### src/rtl/mips_lsu_pkg.sv
// Shared types and helpers for the MIPS load/store unit.
package mips_lsu_pkg;

  typedef enum logic [3:0] {
    LB  = 4'd0,
    LBU = 4'd1,
    LH  = 4'd2,
    LHU = 4'd3,
    LW  = 4'd4,
    LWL = 4'd5,
    LWR = 4'd6,
    SB  = 4'd7,
    SH  = 4'd8,
    SW  = 4'd9,
    SWL = 4'd10,
    SWR = 4'd11
  } lsu_op_t;

  typedef enum logic [2:0] {
    S_IDLE  = 3'd0,
    S_CHECK = 3'd1,
    S_BUS   = 3'd2,
    S_RDATA = 3'd3,
    S_DONE  = 3'd4
  } lsu_state_t;

  function automatic logic is_load(input lsu_op_t op);
    return (op inside {LB, LBU, LH, LHU, LW, LWL, LWR});
  endfunction

  // Halfwords must sit on even offsets, full words on offset 0.
  // LWL/LWR/SWL/SWR exist precisely to handle unaligned words.
  function automatic logic is_misaligned(input lsu_op_t op, input logic [1:0] off);
    case (op)
      LH, LHU, SH: return off[0];
      LW, SW:      return (off != 2'b00);
      default:     return 1'b0;
    endcase
  endfunction

endpackage

### src/rtl/mips_lsu_avalon_if.sv
// Request/response and Avalon-MM signals of the load/store unit.
//
// Request handshake: a request transfers on a rising edge where both
// req_valid and req_ready are high; req_ready is high only while the unit is
// idle, and request fields are don't-care at every other edge. The response
// is a single-cycle resp_valid pulse with no back-pressure. On the Avalon
// side the transfer completes on the first edge with avm_read or avm_write
// high and avm_waitrequest low; readdata is valid one cycle after that.
interface mips_lsu_avalon_if
  import mips_lsu_pkg::*;
#(
  parameter int REG_ADDR_W = 5
);
  logic                  req_valid;
  logic                  req_ready;
  lsu_op_t               req_op;
  logic [31:0]           req_base;
  logic [15:0]           req_offset;
  logic [31:0]           req_rt_data;
  logic [REG_ADDR_W-1:0] req_rt_idx;

  logic                  resp_valid;
  logic                  resp_reg_we;
  logic [REG_ADDR_W-1:0] resp_reg_idx;
  logic [31:0]           resp_reg_wdata;
  logic                  resp_addr_err;
  logic                  resp_bus_err;

  logic [31:0]           avm_address;
  logic [3:0]            avm_byteenable;
  logic                  avm_read;
  logic                  avm_write;
  logic [31:0]           avm_writedata;
  logic [31:0]           avm_readdata;
  logic                  avm_waitrequest;

  // master: the load/store unit (drives responses and the Avalon master side)
  modport master (
    input  req_valid, req_op, req_base, req_offset, req_rt_data, req_rt_idx,
    output req_ready,
    output resp_valid, resp_reg_we, resp_reg_idx, resp_reg_wdata,
    output resp_addr_err, resp_bus_err,
    output avm_address, avm_byteenable, avm_read, avm_write, avm_writedata,
    input  avm_readdata, avm_waitrequest
  );

  // slave: control FSM plus memory slave seen from the other side
  modport slave (
    output req_valid, req_op, req_base, req_offset, req_rt_data, req_rt_idx,
    input  req_ready,
    input  resp_valid, resp_reg_we, resp_reg_idx, resp_reg_wdata,
    input  resp_addr_err, resp_bus_err,
    input  avm_address, avm_byteenable, avm_read, avm_write, avm_writedata,
    output avm_readdata, avm_waitrequest
  );
endinterface

### src/rtl/mips_lsu_lane.sv
// Byte-lane steering: byteenables, positioned store data and the
// extended/merged load result for one op at a given byte offset.
module mips_lsu_lane
  import mips_lsu_pkg::*;
(
  input  lsu_op_t     op,
  input  logic [1:0]  offset,
  input  logic        big_endian,
  input  logic [31:0] rt_data,
  input  logic [31:0] readdata,
  output logic [3:0]  byteenable,
  output logic [31:0] writedata,
  output logic [31:0] load_data
);
  logic [1:0]  lane_b;   // lane holding the byte at 'offset'
  logic        hi_half;  // halfword lives in lanes 3:2
  logic [1:0]  sl;       // LWL/SWL: bytes taken from rt (register low end)
  logic [1:0]  sr;       // LWR/SWR: bytes kept from rt (register high end)
  logic [7:0]  rd_byte;
  logic [15:0] rd_half;
  logic [31:0] wd_raw;
  logic [31:0] be_mask;

  // All lane selection, store positioning and load merging in one pass.
  always_comb begin
    lane_b  = big_endian ? (2'd3 - offset) : offset;
    hi_half = offset[1] ^ big_endian;
    sl      = big_endian ? offset : (2'd3 - offset);
    sr      = big_endian ? (2'd3 - offset) : offset;
    rd_byte = readdata[{lane_b, 3'b000} +: 8];
    rd_half = hi_half ? readdata[31:16] : readdata[15:0];

    case (op)
      LB, LBU, SB: byteenable = 4'b0001 << lane_b;
      LH, LHU, SH: byteenable = hi_half ? 4'b1100 : 4'b0011;
      LWL, SWL:    byteenable = 4'b1111 >> sl;
      LWR, SWR:    byteenable = 4'b1111 << sr;
      default:     byteenable = 4'b1111;
    endcase

    be_mask = {{8{byteenable[3]}}, {8{byteenable[2]}},
               {8{byteenable[1]}}, {8{byteenable[0]}}};

    // Replicate small stores across the word, shift partial-word stores;
    // the byteenable mask then zeroes every lane that is not written.
    case (op)
      SB:      wd_raw = {4{rt_data[7:0]}};
      SH:      wd_raw = {2{rt_data[15:0]}};
      SWL:     wd_raw = rt_data >> {sl, 3'b000};
      SWR:     wd_raw = rt_data << {sr, 3'b000};
      default: wd_raw = rt_data;
    endcase
    writedata = is_load(op) ? 32'h0 : (wd_raw & be_mask);

    case (op)
      LB:      load_data = {{24{rd_byte[7]}}, rd_byte};
      LBU:     load_data = {24'h0, rd_byte};
      LH:      load_data = {{16{rd_half[15]}}, rd_half};
      LHU:     load_data = {16'h0, rd_half};
      LW:      load_data = readdata;
      LWL:     load_data = (readdata << {sl, 3'b000})
                         | (rt_data & ~(32'hFFFF_FFFF << {sl, 3'b000}));
      LWR:     load_data = (readdata >> {sr, 3'b000})
                         | (rt_data & ~(32'hFFFF_FFFF >> {sr, 3'b000}));
      default: load_data = 32'h0;
    endcase
  end

endmodule

### src/rtl/mips_lsu_avalon.sv
// Load/store unit: accepts one request, runs one Avalon-MM transfer with
// waitrequest stall and timeout, returns a single-cycle writeback response.
module mips_lsu_avalon
  import mips_lsu_pkg::*;
#(
  parameter bit BIG_ENDIAN     = 1'b1,
  parameter int TIMEOUT_CYCLES = 255,
  parameter int REG_ADDR_W     = 5
)(
  input  logic       clk,
  input  logic       reset_n,
  mips_lsu_avalon_if.master bus,
  output lsu_state_t dbg_state
);
  localparam int TW = (TIMEOUT_CYCLES > 1) ? $clog2(TIMEOUT_CYCLES + 1) : 1;
  localparam logic [TW-1:0] TO_LAST = (TIMEOUT_CYCLES > 0) ? TW'(TIMEOUT_CYCLES - 1) : '0;

  lsu_state_t            state_q, state_d;
  lsu_op_t               op_q;
  logic [31:0]           ea_q;
  logic [31:0]           rt_q;
  logic [REG_ADDR_W-1:0] idx_q;
  logic [31:0]           wdata_q;
  logic                  addr_err_q, bus_err_q;
  logic [TW-1:0]         to_cnt;

  logic [31:0]           avm_address_q, avm_writedata_q;
  logic [3:0]            avm_be_q;
  logic                  avm_read_q, avm_write_q;

  logic [31:0]           ea;
  logic                  misaligned;
  logic                  timeout_hit;
  logic [3:0]            lane_be;
  logic [31:0]           lane_wd, lane_ld;

  assign ea          = bus.req_base + {{16{bus.req_offset[15]}}, bus.req_offset};
  assign misaligned  = is_misaligned(op_q, ea_q[1:0]);
  assign timeout_hit = (TIMEOUT_CYCLES != 0) && (state_q == S_BUS)
                    && bus.avm_waitrequest && (to_cnt == TO_LAST);

  mips_lsu_lane u_lane (
    .op         (op_q),
    .offset     (ea_q[1:0]),
    .big_endian (BIG_ENDIAN),
    .rt_data    (rt_q),
    .readdata   (bus.avm_readdata),
    .byteenable (lane_be),
    .writedata  (lane_wd),
    .load_data  (lane_ld)
  );

  // State register.
  always_ff @(posedge clk) begin
    if (!reset_n) state_q <= S_IDLE;
    else          state_q <= state_d;
  end

  // Next-state logic.
  always_comb begin
    state_d = state_q;
    case (state_q)
      S_IDLE:  if (bus.req_valid) state_d = S_CHECK;
      S_CHECK: state_d = misaligned ? S_DONE : S_BUS;
      S_BUS: begin
        if (!bus.avm_waitrequest) state_d = is_load(op_q) ? S_RDATA : S_DONE;
        else if (timeout_hit)     state_d = S_DONE;
      end
      S_RDATA: state_d = S_DONE;
      S_DONE:  state_d = S_IDLE;
      default: state_d = S_IDLE;
    endcase
  end

  // Request capture, registered Avalon outputs, result and error flags.
  always_ff @(posedge clk) begin
    if (!reset_n) begin
      op_q            <= LB;
      ea_q            <= '0;
      rt_q            <= '0;
      idx_q           <= '0;
      wdata_q         <= '0;
      addr_err_q      <= 1'b0;
      bus_err_q       <= 1'b0;
      avm_address_q   <= '0;
      avm_be_q        <= '0;
      avm_writedata_q <= '0;
      avm_read_q      <= 1'b0;
      avm_write_q     <= 1'b0;
    end else begin
      case (state_q)
        S_IDLE: begin
          if (bus.req_valid) begin
            op_q       <= bus.req_op;
            ea_q       <= ea;
            rt_q       <= bus.req_rt_data;
            idx_q      <= bus.req_rt_idx;
            wdata_q    <= '0;
            addr_err_q <= 1'b0;
            bus_err_q  <= 1'b0;
          end
        end
        S_CHECK: begin
          if (misaligned) begin
            addr_err_q <= 1'b1;
          end else begin
            avm_address_q   <= {ea_q[31:2], 2'b00};
            avm_be_q        <= lane_be;
            avm_writedata_q <= lane_wd;
            avm_read_q      <= is_load(op_q);
            avm_write_q     <= !is_load(op_q);
          end
        end
        S_BUS: begin
          // Leave the bus either on acceptance or on timeout abort.
          if (!bus.avm_waitrequest || timeout_hit) begin
            avm_address_q   <= '0;
            avm_be_q        <= '0;
            avm_writedata_q <= '0;
            avm_read_q      <= 1'b0;
            avm_write_q     <= 1'b0;
            bus_err_q       <= bus.avm_waitrequest;
          end
        end
        S_RDATA: wdata_q <= lane_ld;
        default: ;
      endcase
    end
  end

  // Stall counter: counts consecutive waitrequest cycles inside BUS only.
  always_ff @(posedge clk) begin
    if (!reset_n) to_cnt <= '0;
    else if (state_q == S_BUS && bus.avm_waitrequest && !timeout_hit) to_cnt <= to_cnt + 1'b1;
    else to_cnt <= '0;
  end

  assign bus.req_ready      = (state_q == S_IDLE);
  assign bus.resp_valid     = (state_q == S_DONE);
  assign bus.resp_reg_we    = (state_q == S_DONE) && is_load(op_q) && !addr_err_q && !bus_err_q;
  assign bus.resp_reg_idx   = (state_q == S_DONE) ? idx_q : '0;
  assign bus.resp_reg_wdata = (state_q == S_DONE) ? wdata_q : '0;
  assign bus.resp_addr_err  = (state_q == S_DONE) && addr_err_q;
  assign bus.resp_bus_err   = (state_q == S_DONE) && bus_err_q;

  assign bus.avm_address    = avm_address_q;
  assign bus.avm_byteenable = avm_be_q;
  assign bus.avm_read       = avm_read_q;
  assign bus.avm_write      = avm_write_q;
  assign bus.avm_writedata  = avm_writedata_q;

  assign dbg_state = state_q;

endmodule
### src/flat_wrapper.sv
// flat-port wrapper written by rule: the top's interface ports become plain ports
module mips_lsu_avalon_flat import mips_lsu_pkg::*;
#(
  parameter bit BIG_ENDIAN     = 1'b1,
  parameter int TIMEOUT_CYCLES = 255,
  parameter int REG_ADDR_W     = 5
)
  (clk, reset_n, dbg_state, bus_req_valid, bus_req_op, bus_req_base, bus_req_offset, bus_req_rt_data, bus_req_rt_idx, bus_req_ready, bus_resp_valid, bus_resp_reg_we, bus_resp_reg_idx, bus_resp_reg_wdata, bus_resp_addr_err, bus_resp_bus_err, bus_avm_address, bus_avm_byteenable, bus_avm_read, bus_avm_write, bus_avm_writedata, bus_avm_readdata, bus_avm_waitrequest);
  mips_lsu_avalon_if #(.REG_ADDR_W(REG_ADDR_W)) bus_i ();
  input  logic clk;
  input  logic reset_n;
  output lsu_state_t dbg_state;
  input wire logic [$bits(bus_i.req_valid)-1:0] bus_req_valid;
  input wire logic [$bits(bus_i.req_op)-1:0] bus_req_op;
  input wire logic [$bits(bus_i.req_base)-1:0] bus_req_base;
  input wire logic [$bits(bus_i.req_offset)-1:0] bus_req_offset;
  input wire logic [$bits(bus_i.req_rt_data)-1:0] bus_req_rt_data;
  input wire logic [$bits(bus_i.req_rt_idx)-1:0] bus_req_rt_idx;
  output wire logic [$bits(bus_i.req_ready)-1:0] bus_req_ready;
  output wire logic [$bits(bus_i.resp_valid)-1:0] bus_resp_valid;
  output wire logic [$bits(bus_i.resp_reg_we)-1:0] bus_resp_reg_we;
  output wire logic [$bits(bus_i.resp_reg_idx)-1:0] bus_resp_reg_idx;
  output wire logic [$bits(bus_i.resp_reg_wdata)-1:0] bus_resp_reg_wdata;
  output wire logic [$bits(bus_i.resp_addr_err)-1:0] bus_resp_addr_err;
  output wire logic [$bits(bus_i.resp_bus_err)-1:0] bus_resp_bus_err;
  output wire logic [$bits(bus_i.avm_address)-1:0] bus_avm_address;
  output wire logic [$bits(bus_i.avm_byteenable)-1:0] bus_avm_byteenable;
  output wire logic [$bits(bus_i.avm_read)-1:0] bus_avm_read;
  output wire logic [$bits(bus_i.avm_write)-1:0] bus_avm_write;
  output wire logic [$bits(bus_i.avm_writedata)-1:0] bus_avm_writedata;
  input wire logic [$bits(bus_i.avm_readdata)-1:0] bus_avm_readdata;
  input wire logic [$bits(bus_i.avm_waitrequest)-1:0] bus_avm_waitrequest;
  assign bus_i.req_valid = bus_req_valid;
  assign bus_i.req_op = bus_req_op;
  assign bus_i.req_base = bus_req_base;
  assign bus_i.req_offset = bus_req_offset;
  assign bus_i.req_rt_data = bus_req_rt_data;
  assign bus_i.req_rt_idx = bus_req_rt_idx;
  assign bus_req_ready = bus_i.req_ready;
  assign bus_resp_valid = bus_i.resp_valid;
  assign bus_resp_reg_we = bus_i.resp_reg_we;
  assign bus_resp_reg_idx = bus_i.resp_reg_idx;
  assign bus_resp_reg_wdata = bus_i.resp_reg_wdata;
  assign bus_resp_addr_err = bus_i.resp_addr_err;
  assign bus_resp_bus_err = bus_i.resp_bus_err;
  assign bus_avm_address = bus_i.avm_address;
  assign bus_avm_byteenable = bus_i.avm_byteenable;
  assign bus_avm_read = bus_i.avm_read;
  assign bus_avm_write = bus_i.avm_write;
  assign bus_avm_writedata = bus_i.avm_writedata;
  assign bus_i.avm_readdata = bus_avm_readdata;
  assign bus_i.avm_waitrequest = bus_avm_waitrequest;
  mips_lsu_avalon #(.BIG_ENDIAN(BIG_ENDIAN), .TIMEOUT_CYCLES(TIMEOUT_CYCLES), .REG_ADDR_W(REG_ADDR_W)) u_core (.clk(clk), .reset_n(reset_n), .bus(bus_i), .dbg_state(dbg_state));
endmodule
### config.mk
export PLATFORM = sky130hd
export DESIGN_NAME = mips_lsu_avalon_flat
export DESIGN_NICKNAME = d
export VERILOG_FILES = /design/src/rtl/mips_lsu_pkg.sv /design/src/rtl/mips_lsu_avalon_if.sv /design/src/rtl/mips_lsu_lane.sv /design/src/rtl/mips_lsu_avalon.sv /design/src/flat_wrapper.sv
export SDC_FILE = /design/constraint.sdc
export NUM_CORES = 1
export LEC_CHECK = 0
export CAP_MARGIN = 20
export CORE_MARGIN = 2
export CORE_UTILIZATION = 48
export CTS_CLUSTER_SIZE = 40
export DETAILED_ROUTE_END_ITERATION = 10
export PLACE_DENSITY = 0.78
export SLEW_MARGIN = 15
export SYNTH_ARGS = -nofsm -noshare
export SYNTH_HDL_FRONTEND = slang
export SYNTH_HIERARCHICAL = 1
export SYNTH_SLANG_ARGS = --single-unit
### constraint.sdc
create_clock -name clk -period 2.4 [get_ports clk]
set_input_delay 0.24 -clock clk [delete_from_list [all_inputs] [get_ports clk]]
set_output_delay 0.24 -clock clk [all_outputs]
set_load 0.02 [all_outputs]
==> impl_metrics.prom <==
# TYPE chip_impl_metric gauge
chip_impl_info{name="run_status",value="finished clean"} 1
chip_impl_metric{name="filler_cell_count",unit=""} 2379
chip_impl_metric{name="vias",unit=""} 16015
chip_impl_info{name="setup.worst_path.start_class",value="register"} 1
chip_impl_metric{name="n_antenna_cell",unit=""} 0
chip_impl_metric{name="layout-area-overhead-vs-synth",unit="%"} 34.94
chip_impl_metric{name="power.leakage",unit="nW"} 7.557
chip_impl_metric{name="final_antenna_net_count",unit=""} 0
chip_impl_metric{name="post_synth_inst_count",unit=""} 1826
chip_impl_info{name="worst_hold_path_type",value="in -> reg"} 1
chip_impl_metric{name="clock_period_minus_final_worst_setup_slack",unit="ns"} 2.347
chip_impl_metric{name="grt_max_degree",unit=""} 92
chip_impl_metric{name="tritoncts_num_sinks",unit=""} 186
chip_impl_metric{name="count_of_flip_flops_with_a_built_in_enable_after_synthesis",unit=""} 0
chip_impl_metric{name="globalplace.congestion",unit=""} 1.059
chip_impl_info{name="flip_flop_cell_with_the_highest_count_after_synthesis",value="sky130_fd_sc_hd__dfxtp_1"} 1
chip_impl_metric{name="routed_wl",unit="mm"} 54.65
chip_impl_metric{name="die_h",unit="um"} 174.3
chip_impl_metric{name="synth.yosys.warnings",unit=""} 6
chip_impl_metric{name="cts.reportedPaths.clkPinSlew",unit="ns"} 0.08
chip_impl_metric{name="hpwlAfterDp",unit="mm"} 40.27
chip_impl_metric{name="initial_utilization",unit="%"} 48.61
chip_impl_metric{name="cp.required",unit="ns"} 2.74
chip_impl_metric{name="cp_data_arrival_time",unit="ns"} 2.69
chip_impl_info{name="crit_path_end_kind",value="register"} 1
chip_impl_metric{name="synth.yosys.seq_area_share",unit="%"} 26.76
chip_impl_metric{name="core",unit="sq um"} 28630
chip_impl_metric{name="skew",unit="ns"} 0.01314
chip_impl_metric{name="via_density_per_instance",unit=""} 6.298
chip_impl_metric{name="htreeDepth",unit=""} 4
chip_impl_metric{name="post-route-period-util",unit="%"} 97.80
chip_impl_info{name="worstHoldEndpoint",value="u_core/ea_q[10]$_SDFFE_PN0P_"} 1
chip_impl_metric{name="cap_violations",unit=""} 0
chip_impl_metric{name="drc",unit=""} 0
chip_impl_metric{name="fmaxAchievable",unit="MHz"} 426.0
chip_impl_metric{name="io_buffers",unit=""} 237
chip_impl_info{name="r2r-end",value="u_core/bus.avm_writedata[17]$_SDFFE_PN0P_"} 1
chip_impl_metric{name="antenna_found_initial",unit=""} 2
chip_impl_metric{name="clock_path_buffers",unit=""} 2
chip_impl_metric{name="asyncSetResetFlopFracSynth",unit="%"} 0
chip_impl_metric{name="drive_gt1_share",unit="%"} 17.09
chip_impl_metric{name="total_power",unit="mW"} 13.12
chip_impl_info{name="timing.hold.worst.start",value="reset_n"} 1
chip_impl_metric{name="report.final.slew_viol_count",unit=""} 0
chip_impl_metric{name="design.portCount",unit=""} 240
chip_impl_metric{name="gr_util_all_layers",unit="%"} 34.77
chip_impl_metric{name="hold_viol_final",unit=""} 0
chip_impl_metric{name="fp-row-count",unit=""} 62
chip_impl_info{name="cts.root.buffer_cell",value="sky130_fd_sc_hd__clkbuf_16"} 1
chip_impl_metric{name="wl_per_cell",unit="um"} 21.49
chip_impl_metric{name="max_slew.worst_pin.slew",unit="ns"} 0.8824
chip_impl_metric{name="pwr_density",unit="nW/um^2"} 698.6
chip_impl_metric{name="setup_violations",unit=""} 0
chip_impl_metric{name="dr.first_iter.drc_count",unit=""} 2204
chip_impl_metric{name="r2r_setup_slack",unit="ns"} 0.05
chip_impl_metric{name="worst_hold_path.num_cells",unit=""} 2
chip_impl_metric{name="finalHoldWorstSlack",unit="ns"} 0.1530
chip_impl_metric{name="grt_first_pass_wirelength",unit="mm"} 83.86
chip_impl_metric{name="peakVddDrop",unit="mV"} 0.5154
chip_impl_metric{name="first_global_vias",unit=""} 14986
chip_impl_metric{name="synth_cell_type_count",unit=""} 97
chip_impl_metric{name="clk_latency",unit="ns"} 0.44
chip_impl_metric{name="drt_pre_antenna_iters",unit=""} 6
chip_impl_metric{name="die_area",unit="sq um"} 30370
chip_impl_metric{name="timing.reg2reg.worst_path_depth",unit=""} 8
chip_impl_metric{name="slew_headroom",unit="%"} 41.17
chip_impl_metric{name="synthesis.area",unit="sq um"} 13920
chip_impl_info{name="rr_startpoint",value="u_core/ea_q[1]$_SDFFE_PN0P_"} 1
chip_impl_metric{name="synthesis.area_per_instance",unit="sq um"} 7.621
chip_impl_metric{name="postSynthRegisterBits",unit=""} 186
chip_impl_metric{name="layout.nets",unit=""} 2305
chip_impl_metric{name="crit_path_max_fanout",unit=""} 24
chip_impl_metric{name="floorplan.die.width",unit="um"} 174.3
chip_impl_info{name="tritoncts_clock_tree",value="built"} 1
chip_impl_metric{name="grt_remaining_overflow",unit=""} 0
chip_impl_info{name="worstSetupPathType",value="reg -> reg"} 1
chip_impl_info{name="rsz0062_at_grt",value="yes"} 1
chip_impl_metric{name="cts_buffers",unit=""} 17
==> synthesized netlist by cell type, drive strengths merged, types with 7 or more instances <==
cell type	n	area, sq um
a211oi	31	237.7
xor2	13	113.9
clkbuf	112	451.7
a21o	20	157.6
mux2i	52	520.5
or2	9	56.30
and3	9	62.56
a21oi	98	531.8
a21boi	145	1100
o31ai	7	57.55
buf	59	317.8
nor2	84	317.8
o22ai	36	225.2
a22o	7	61.31
a22oi	18	135.1
o211a	12	120.1
o311ai	11	96.34
mux2	11	123.9
nand4	19	118.9
nand2	323	1212
dfxtp	186	3724
mux4	15	337.8
o221a	8	90.09
or4b	7	70.07
nand2b	9	56.30
ha	33	412.9
inv	17	63.81
nor2b	20	125.1
o211ai	7	52.55
a221oi	15	155.2
nor3	24	135.1
nand3	145	745.7
o221ai	26	234.0
and2	57	357.8
o32ai	8	70.07
o21a	8	60.06
xnor2	17	167.7
o21ai	69	349.1
==> metrics by stage <==
| step | setup WS, ns | utilization (%) | TNS [ns] | cell area, sq um | instances |
|---|---|---|---|---|---|
| after global placement | -0.4812 | 62.52 | -4.719 | 17900 | 2501 |
| after detailed placement | -0.5396 | 62.52 | -6.313 | 17900 | 2501 |
| final | 0.05278 | 65.60 | 0 | 18780 | 2543 |
| after CTS | 0.02625 | 65.00 | 0 | 18610 | 2537 |
| after floorplan | 0.1063 | - | 0 | 13920 | 1827 |
| after global routing | -0.02093 | 65.60 | -0.03487 | 18780 | 2543 |
==> logic make-up (layout without fill, tap and decap cells) <==
group | Yosys count | after routing | synth area share (%)
buffers and inverters | 190 | 522 | 6.042
XOR/XNOR | 30 | 30 | 2.023
other | 2 | 3 | 0.05397
flip-flops | 186 | 186 | 26.76
adder cells (fa/ha/maj) | 34 | 34 | 3.111
multiplexers | 78 | 78 | 7.058
AO/OA/AOI/OAI | 571 | 571 | 29.84
AND/OR/NAND/NOR | 735 | 735 | 25.11
==> final cells by class <==
cell class,count,area [sq um],share of cell area (%)
clock inverters,14,201.4,1.073
multi-input cells,1451,9460,50.38
clock buffers,18,439.2,2.339
repair buffers,471,4394,23.40
well taps,384,480.5,2.559
inverters,19,71.32,0.3798
flip-flops and latches,186,3731,19.87
==> worst max path at each step <==
stage                                           endpoint  cells past startpoint  slack [ns]                              from
3_3_place_gp                u_core/ea_q[28]$_SDFFE_PN0P_                     10       -0.48                   bus_req_base[0]
5_1_grt                            bus_resp_reg_wdata[4]                      4       -0.02  u_core/dbg_state[0]$_SDFFE_PN0P_
3_5_place_dp                u_core/ea_q[28]$_SDFFE_PN0P_                     10       -0.54                   bus_req_base[0]
6_report       u_core/bus.avm_writedata[17]$_SDFFE_PN0P_                      8        0.05       u_core/ea_q[1]$_SDFFE_PN0P_
2_1_floorplan               u_core/ea_q[28]$_SDFFE_PN0P_                      9        0.11                   bus_req_base[0]
4_1_cts                  u_core/wdata_q[16]$_SDFFE_PN0P_                      7        0.03       u_core/ea_q[0]$_SDFFE_PN0P_
==> registers in the layout, summed over array words and instances (netlist names) <==
register,cells
u_core/bus.avm_writedata,32
u_core/ea_q,32
u_core/rt_q,32
u_core/wdata_q,32
u_core/bus.avm_address,30
u_core/to_cnt,8
u_core/idx_q,5
u_core/bus.avm_byteenable,4
u_core/op_q,4
u_core/dbg_state,3
u_core/addr_err_q,1
u_core/bus.avm_read,1
u_core/bus.avm_write,1
u_core/bus_err_q,1
==> repair_timing <==
action                     in CTS  in global routing
buffers inserted                4                  6
pin swaps                       3                 10
gates resized for setup        14                 49
cloned                          0                  0
setup endpoints to repair      48                 55
hold buffers                    0                  0
==> placed cells by master, fill, tap and decap left out, types with 36 or more instances in the layout <==
master / instances
sky130_fd_sc_hd__a21boi_0: 130
sky130_fd_sc_hd__a21oi_1: 92
sky130_fd_sc_hd__and2_1: 56
sky130_fd_sc_hd__buf_4: 219
sky130_fd_sc_hd__clkdlybuf4s50_1: 202
sky130_fd_sc_hd__dfxtp_1: 182
sky130_fd_sc_hd__mux2i_1: 52
sky130_fd_sc_hd__nand2_1: 320
sky130_fd_sc_hd__nand3_1: 141
sky130_fd_sc_hd__nor2_1: 83
sky130_fd_sc_hd__o21ai_0: 54
sky130_fd_sc_hd__o22ai_1: 36
==> critical path, cell delays in order, from the launching register on <==
cell,delay [ns]
sky130_fd_sc_hd__dfxtp_1,0.38
sky130_fd_sc_hd__buf_12,0.17
sky130_fd_sc_hd__buf_4,0.30
sky130_fd_sc_hd__o22ai_1,0.31
sky130_fd_sc_hd__a222oi_1,0.56
sky130_fd_sc_hd__o221ai_1,0.21
sky130_fd_sc_hd__o211a_1,0.17
sky130_fd_sc_hd__nand2_1,0.06
sky130_fd_sc_hd__a21boi_1,0.06
==> routing by layer <==
layer	vias to the layer above	wire length [um]	global-route usage, %
met3	136	5295	7.108
met1	7619	22300	45.98
met4	2	2339	15.37
met5	-	11	0
li1	7313	-	-
met2	945	24710	54.81
==> power by group <==
group | internal, mW | total, mW | switching (mW)
sequential | 3.43 | 3.87 | 0.437
combinational | 2.52 | 6.13 | 3.61
clock | 1.64 | 3.12 | 1.48
Note: power is estimated with default switching activity, not from simulation.
==> RTL change 1, RTL diff (config.mk and constraints unchanged) <==
`BIG_ENDIAN` is set to 1'b1 in 2 places; all go to 1'b0.
--- a/src/rtl/mips_lsu_avalon.sv
+++ b/src/rtl/mips_lsu_avalon.sv
@@ -3,7 +3,7 @@
 module mips_lsu_avalon
   import mips_lsu_pkg::*;
 #(
-  parameter bit BIG_ENDIAN     = 1'b1,
+  parameter bit BIG_ENDIAN     = 1'b0,
   parameter int TIMEOUT_CYCLES = 255,
   parameter int REG_ADDR_W     = 5
 )(
--- a/src/flat_wrapper.sv
+++ b/src/flat_wrapper.sv
@@ -1,7 +1,7 @@
 // flat-port wrapper written by rule: the top's interface ports become plain ports
 module mips_lsu_avalon_flat import mips_lsu_pkg::*;
 #(
-  parameter bit BIG_ENDIAN     = 1'b1,
+  parameter bit BIG_ENDIAN     = 1'b0,
   parameter int TIMEOUT_CYCLES = 255,
   parameter int REG_ADDR_W     = 5
 )
Formal check against the unedited RTL: not equivalent (Yosys sat finds a counterexample within 4 cycles, from zero or initial values and one cycle with reset_n low).
==> RTL change 1 against the unedited design <==
Sequential cell count stayed put. Power fell by 1.4%. Via count increased by 0.40%. Global-route usage increased by 0.27 points. Worst setup slack improved by 0.0084 ns. Area after synthesis about the same. Worst hold slack gained 0.071 ns. Final area shrank 0.30%. Wire length rose by 1.0%. Sequential share of layout area rose by 0.060 points. Core utilization down 0.20 points. Critical path depth decreased by 4. Clock skew decreased by 0.0025 ns.
==> RTL change 1: results (changes against the unedited design) <==
| Metric | Value |
|---|---|
| Outcome | finished, final reports clean |
| Relative slew slack | 42.0% (+0.79 points) |
| Switching share of power | 42.1% (about the same) |
| Met2 WL | 24.7 mm (about the same) |
| Number of DRC markers in iteration 0 | 2260 (+2.5%) |
| Vias in the first global route | 15100 (+0.86%) |
| RR Startpoint | u_core/ea_q[0] |
| Clock share of power | 22.6% (-1.2 points) |
| Routed len/inst | 21.7 um (+0.85%) |
| M2 GR Usage | 54.4% (-0.45 points) |
| Power in combinational cells | 6.17 mW (+0.7%) |
| Routed wl met3 | 5.06 mm (-4.5%) |
| Total GRT Usage | 35.0% (+0.27 points) |
| Hold WS | 0.224 ns (+0.0711 ns) |
| Lkg Pwr | 7.35 nW (-2.7%) |
| Drt pass-1 iters | 8 (+2) |
| Worst-Skew Late Latency | 0.46 ns (+0.02 ns) |
| HPWL after detailed placement | 40.4 mm (+0.23%) |
| Worst EP arrival | 2.10 ns (-0.59 ns) |
| Metal-1 WL | 22.9 mm (+2.5%) |
| Met3 usage | 6.56% (-0.55 points) |
| Fillers | 2445 (+2.8%) |
| Final GP Congestion | 1.02 (-4.0%) |
| Placed cell count | 2504 (+0.12%) |
| Hold Crit Endpoint | u_core/bus.avm_address[29] |
| Share of layout cells above drive strength 1 | 17.3% (+0.25 points) |
| Layout Nets | 2309 (+0.17%) |
| Met1 usage | 46.8% (+0.84 points) |
| First-pass GRT wire length | 84.7 mm (+1.0%) |
| Seq pwr share | 29.7% (+0.2 points) |
| Fin crit period | 2.34 ns (-0.00842 ns) |
| Worst R2R Setup Slack | 0.09 ns (+0.04 ns) |
| Worst-path maximum fanout | 10 (-58%) |
| Syn Area/Cell | 7.62 um2 (about the same) |
| R2r endpoint | u_core/wdata_q[17] |
| Maximum VDD drop | 0.520 mV (+0.90%) |
| DR top layer | met4 |
## RTL change 1: cell count changes after synthesis, sizes merged
cell	unedited run	this run
conb	2	1
## RTL change 1: how the worst max path moves through the flow
stage / endpoint / depth (start not counted)
global placement: u_core/ea_q[28] / 10
CTS: bus_resp_reg_wdata[12] / 4
global route: bus_resp_reg_wdata[7] / 4
floorplan: u_core/ea_q[28] / 9
finish: bus_resp_reg_wdata[7] / 4
detailed placement: u_core/ea_q[28] / 10
## RTL change 1: critical path: stages (launching register included)
cell and delay [ns]:
dfxtp_1 0.42, nor3b_4 0.29, buf_6 0.20, and2_1 0.14
clkdlybuf4s50_1 0.61
## RTL change 1: metrics by stage
stage / cell area [um2] / TNS (ns) / util, %
6_report: 18700 / 0 / 65.4
5_1_grt: 18700 / -0.0113 / 65.4
3_3_place_gp: 17900 / -5.56 / 62.6
2_1_floorplan: 13900 / 0 / -
3_5_place_dp: 17900 / -6.83 / 62.6
4_1_cts: 18600 / 0 / 64.9
## RTL change 1: cell families (layout without fill, tap and decap cells)
logic type | Yosys count | after routing | synth area share (%)
AOI/OAI and AO/OA | 571 | 571 | 29.9
xor gates and xnor gates | 30 | 30 | 2.02
adders and majority gates | 34 | 34 | 3.11
buffers and inverters | 190 | 526 | 6.04
DFF | 186 | 186 | 26.8
muxes | 78 | 78 | 7.06
other | 1 | 3 | 0.0270
and+or+nand+nor | 735 | 735 | 25.1
## RTL change 1: cell type report
cell class | count | share of cell area (%)
Clock inverter | 12 | 0.722
Tap cell | 384 | 2.57
Multi-Input combinational cell | 1451 | 50.7
Inverter | 19 | 0.381
Clock buffer | 20 | 2.49
Sequential cell | 186 | 19.9
Timing Repair Buffer | 475 | 23.2
==> RTL change 2, RTL diff (config.mk and constraints unchanged) <==
Without the edit above. Make the reset (`reset_n`) asynchronous in 3 clocked blocks.
--- a/src/rtl/mips_lsu_avalon.sv
+++ b/src/rtl/mips_lsu_avalon.sv
@@ -51,7 +51,7 @@
   );
 
   // State register.
-  always_ff @(posedge clk) begin
+  always_ff @(posedge clk or negedge reset_n) begin
     if (!reset_n) state_q <= S_IDLE;
     else          state_q <= state_d;
   end
@@ -73,7 +73,7 @@
   end
 
   // Request capture, registered Avalon outputs, result and error flags.
-  always_ff @(posedge clk) begin
+  always_ff @(posedge clk or negedge reset_n) begin
     if (!reset_n) begin
       op_q            <= LB;
       ea_q            <= '0;
@@ -129,7 +129,7 @@
   end
 
   // Stall counter: counts consecutive waitrequest cycles inside BUS only.
-  always_ff @(posedge clk) begin
+  always_ff @(posedge clk or negedge reset_n) begin
     if (!reset_n) to_cnt <= '0;
     else if (state_q == S_BUS && bus.avm_waitrequest && !timeout_hit) to_cnt <= to_cnt + 1'b1;
     else to_cnt <= '0;
Formal check against the unedited RTL: differs if reset_n is asserted again (counterexample within 4 cycles, from zero or initial values and one cycle with reset_n low); with reset_n held inactive, the same outputs for 4 cycles.
==> RTL change 2 against the unedited design <==
The run now ends with DRC left. Wire length is 0.79% lower. Final area is 1.8% higher. Non-clock buffer count is 9 higher. Sequential cell count stayed put. Worst setup slack worse by 0.040 ns. Area after synthesis is 1.0% higher. Synthesized cell count is 1.6% lower.
Power is not compared: it rests on default switching activity, and its combinational part moved more than twofold at a synthesized area within 25%.
==> RTL change 2: results (changes against the unedited design) <==
| Metric | Value |
|---|---|
| Final period util | 99.5% (+1.7 points) |
| Yosys cell types | 90 (-7.2%) |
| Post-CTS Setup Inserts | 2 (-2) |
| Clock tree buffer depth | 2 (unchanged) |
| Largest net degree at the start of global routing | 79 (-14%) |
| Dominant synthesized flop cell | dfrtp_1 |
| Pre-CTS setup slack | -0.472 ns (+0.0680 ns) |
| Violated checks | DRC |
| Yosys reg bits | 186 (unchanged) |
| Sequential share of the synthesized area | 33.1% (+6.3 points) |
| Final GP Congestion | 1.02 (-4.1%) |
| # resized after CTS | 9 (-5) |
| Share of layout cells above drive strength 1 | 17.3% (+0.23 points) |
| Antenna-violating nets left | 0 (unchanged) |
| Via density | 6.22 (-1.2%) |
| First-pass GRT wire length | 84.1 mm (+0.25%) |
| HPWL after detailed placement | 40.2 mm (-0.23%) |
| Syn Area/Cell | 7.82 um2 (+2.7%) |
| Reg clk slew, reported paths | 0.09 ns |
| Worst-Skew Late Latency | 0.46 ns (+0.02 ns) |
| Critical path startpoint category | flop |
| Placed cell areas | 18300 um2 (+2.1%) |
| Synth top area cells | dfrtp_1 33%, nand2_1 13%, nand3_1 4.6% |
| Worst-path maximum fanout | 17 (-29%) |
| Drt pass-1 iters | 9 (+3) |
| H-tree levels | 4 (unchanged) |
| Warning count from the yosys run | 6 (unchanged) |
| Vias in the first global route | 15300 (+2.4%) |
| Worst R2R Setup Slack | 0.01 ns (-0.04 ns) |
| Fillers | 2374 (-0.21%) |
| Multi-input logic area | 8820 um2 (-6.8%) |
| RR Startpoint | u_core/ea_q[1] |
| Outcome | finished with violations |
| Hold WS | 0.312 ns (+0.159 ns) |
| Synth async-reset ratio | 100% (+100 points) |
| Placed cell count | 2498 (-0.12%) |
| DRT Wirelength | 54.2 mm (-0.79%) |
| R2r endpoint | u_core/bus.avm_writedata[21] |
| Least-Margin Pin Slew | 0.945 ns (+0.0625 ns) |
| Inserted Diodes | 0 (unchanged) |
| Lkg Pwr | between 9 and 10 nW |
| Total GRT Usage | 34.7% (-0.085 points) |
| Layout Nets | 2299 (-0.26%) |
| Routed len/inst | 21.4 um (-0.55%) |
| Initial antenna violation count | 0 (-2) |
| Number of DRC markers in iteration 0 | 1685 (-24%) |
| Skew final | 0.0166 ns (+0.00346 ns) |
| DR DRC count | 1 (+1) |
| Worst EP arrival | 2.78 ns (+0.09 ns) |
| Endpoints failing setup | 0 (unchanged) |
| CTS Hold Bufs | 1 (+1) |
| CTS Buf Count | 17 (unchanged) |
| Reg2Reg Depth | 9 (+1) |
| I/O Buffers | 237 (unchanged) |
| Hold WC Path Type | primary input to flop |
| Post-synth top cells | 470 x nand2_1, 186 x dfrtp_1, 130 x nand3_1 |
RTL change 2: worst max-delay path: stages (launching register included):
cell and delay (ns):
dfrtp_2 0.51, xnor2_4 0.23, buf_12 0.20, buf_4 0.20, nor3_1 0.19, o21ai_0 0.09
o21ai_1 0.50, o211a_1 0.28, nand2_1 0.06, nand2_1 0.06
RTL change 2: power breakdown:
group | total, mW | internal (mW) | switching [mW]
sequential | 5.71 | 4.40 | 1.31
clock | 2.88 | 1.41 | 1.47
combinational | 14.5 | 6.11 | 8.43
RTL change 2: layout make-up:
class	count	share of cell area, %
Timing Repair Buffer	480	23.6
Sequential cell	186	24.4
Multi-Input combinational cell	1439	46.1
Tap cell	384	2.51
Clock buffer	17	2.23
Inverter	16	0.314
Clock inverter	15	0.903
RTL change 2: logic make-up (layout without fill, tap and decap cells):
family / Yosys count / after routing / synth area share (%)
buf+inv: 173 / 528 / 5.39
compound gates: 435 / 435 / 21.5
fa+ha+maj: 34 / 34 / 3.08
xor+xnor: 31 / 31 / 2.06
mux: 79 / 79 / 7.06
simple gates: 857 / 857 / 27.8
flops: 186 / 186 / 33.1
other cells: 2 / 3 / 0.0534
RTL change 2: routing by layer:
layer	share of wire, %	global-route usage (%)	routed length [um]
met1	39	44.1	21300
met2	46	56.4	25200
met4	4.4	15.6	2400
met5	0	0	0
met3	9.8	7.92	5340
RTL change 2: worst min-delay path by stage:
stage	start	to	depth (start not counted)
after floorplan	reset_n	u_core/addr_err_q	0
after CTS	bus_req_rt_data[31]	u_core/rt_q[31]	3
final	bus_req_rt_data[18]	u_core/rt_q[18]	3
after global routing	bus_req_rt_data[30]	u_core/rt_q[30]	3
after detailed placement	reset_n	u_core/rt_q[18]	1
after global placement	reset_n	u_core/rt_q[3]	1
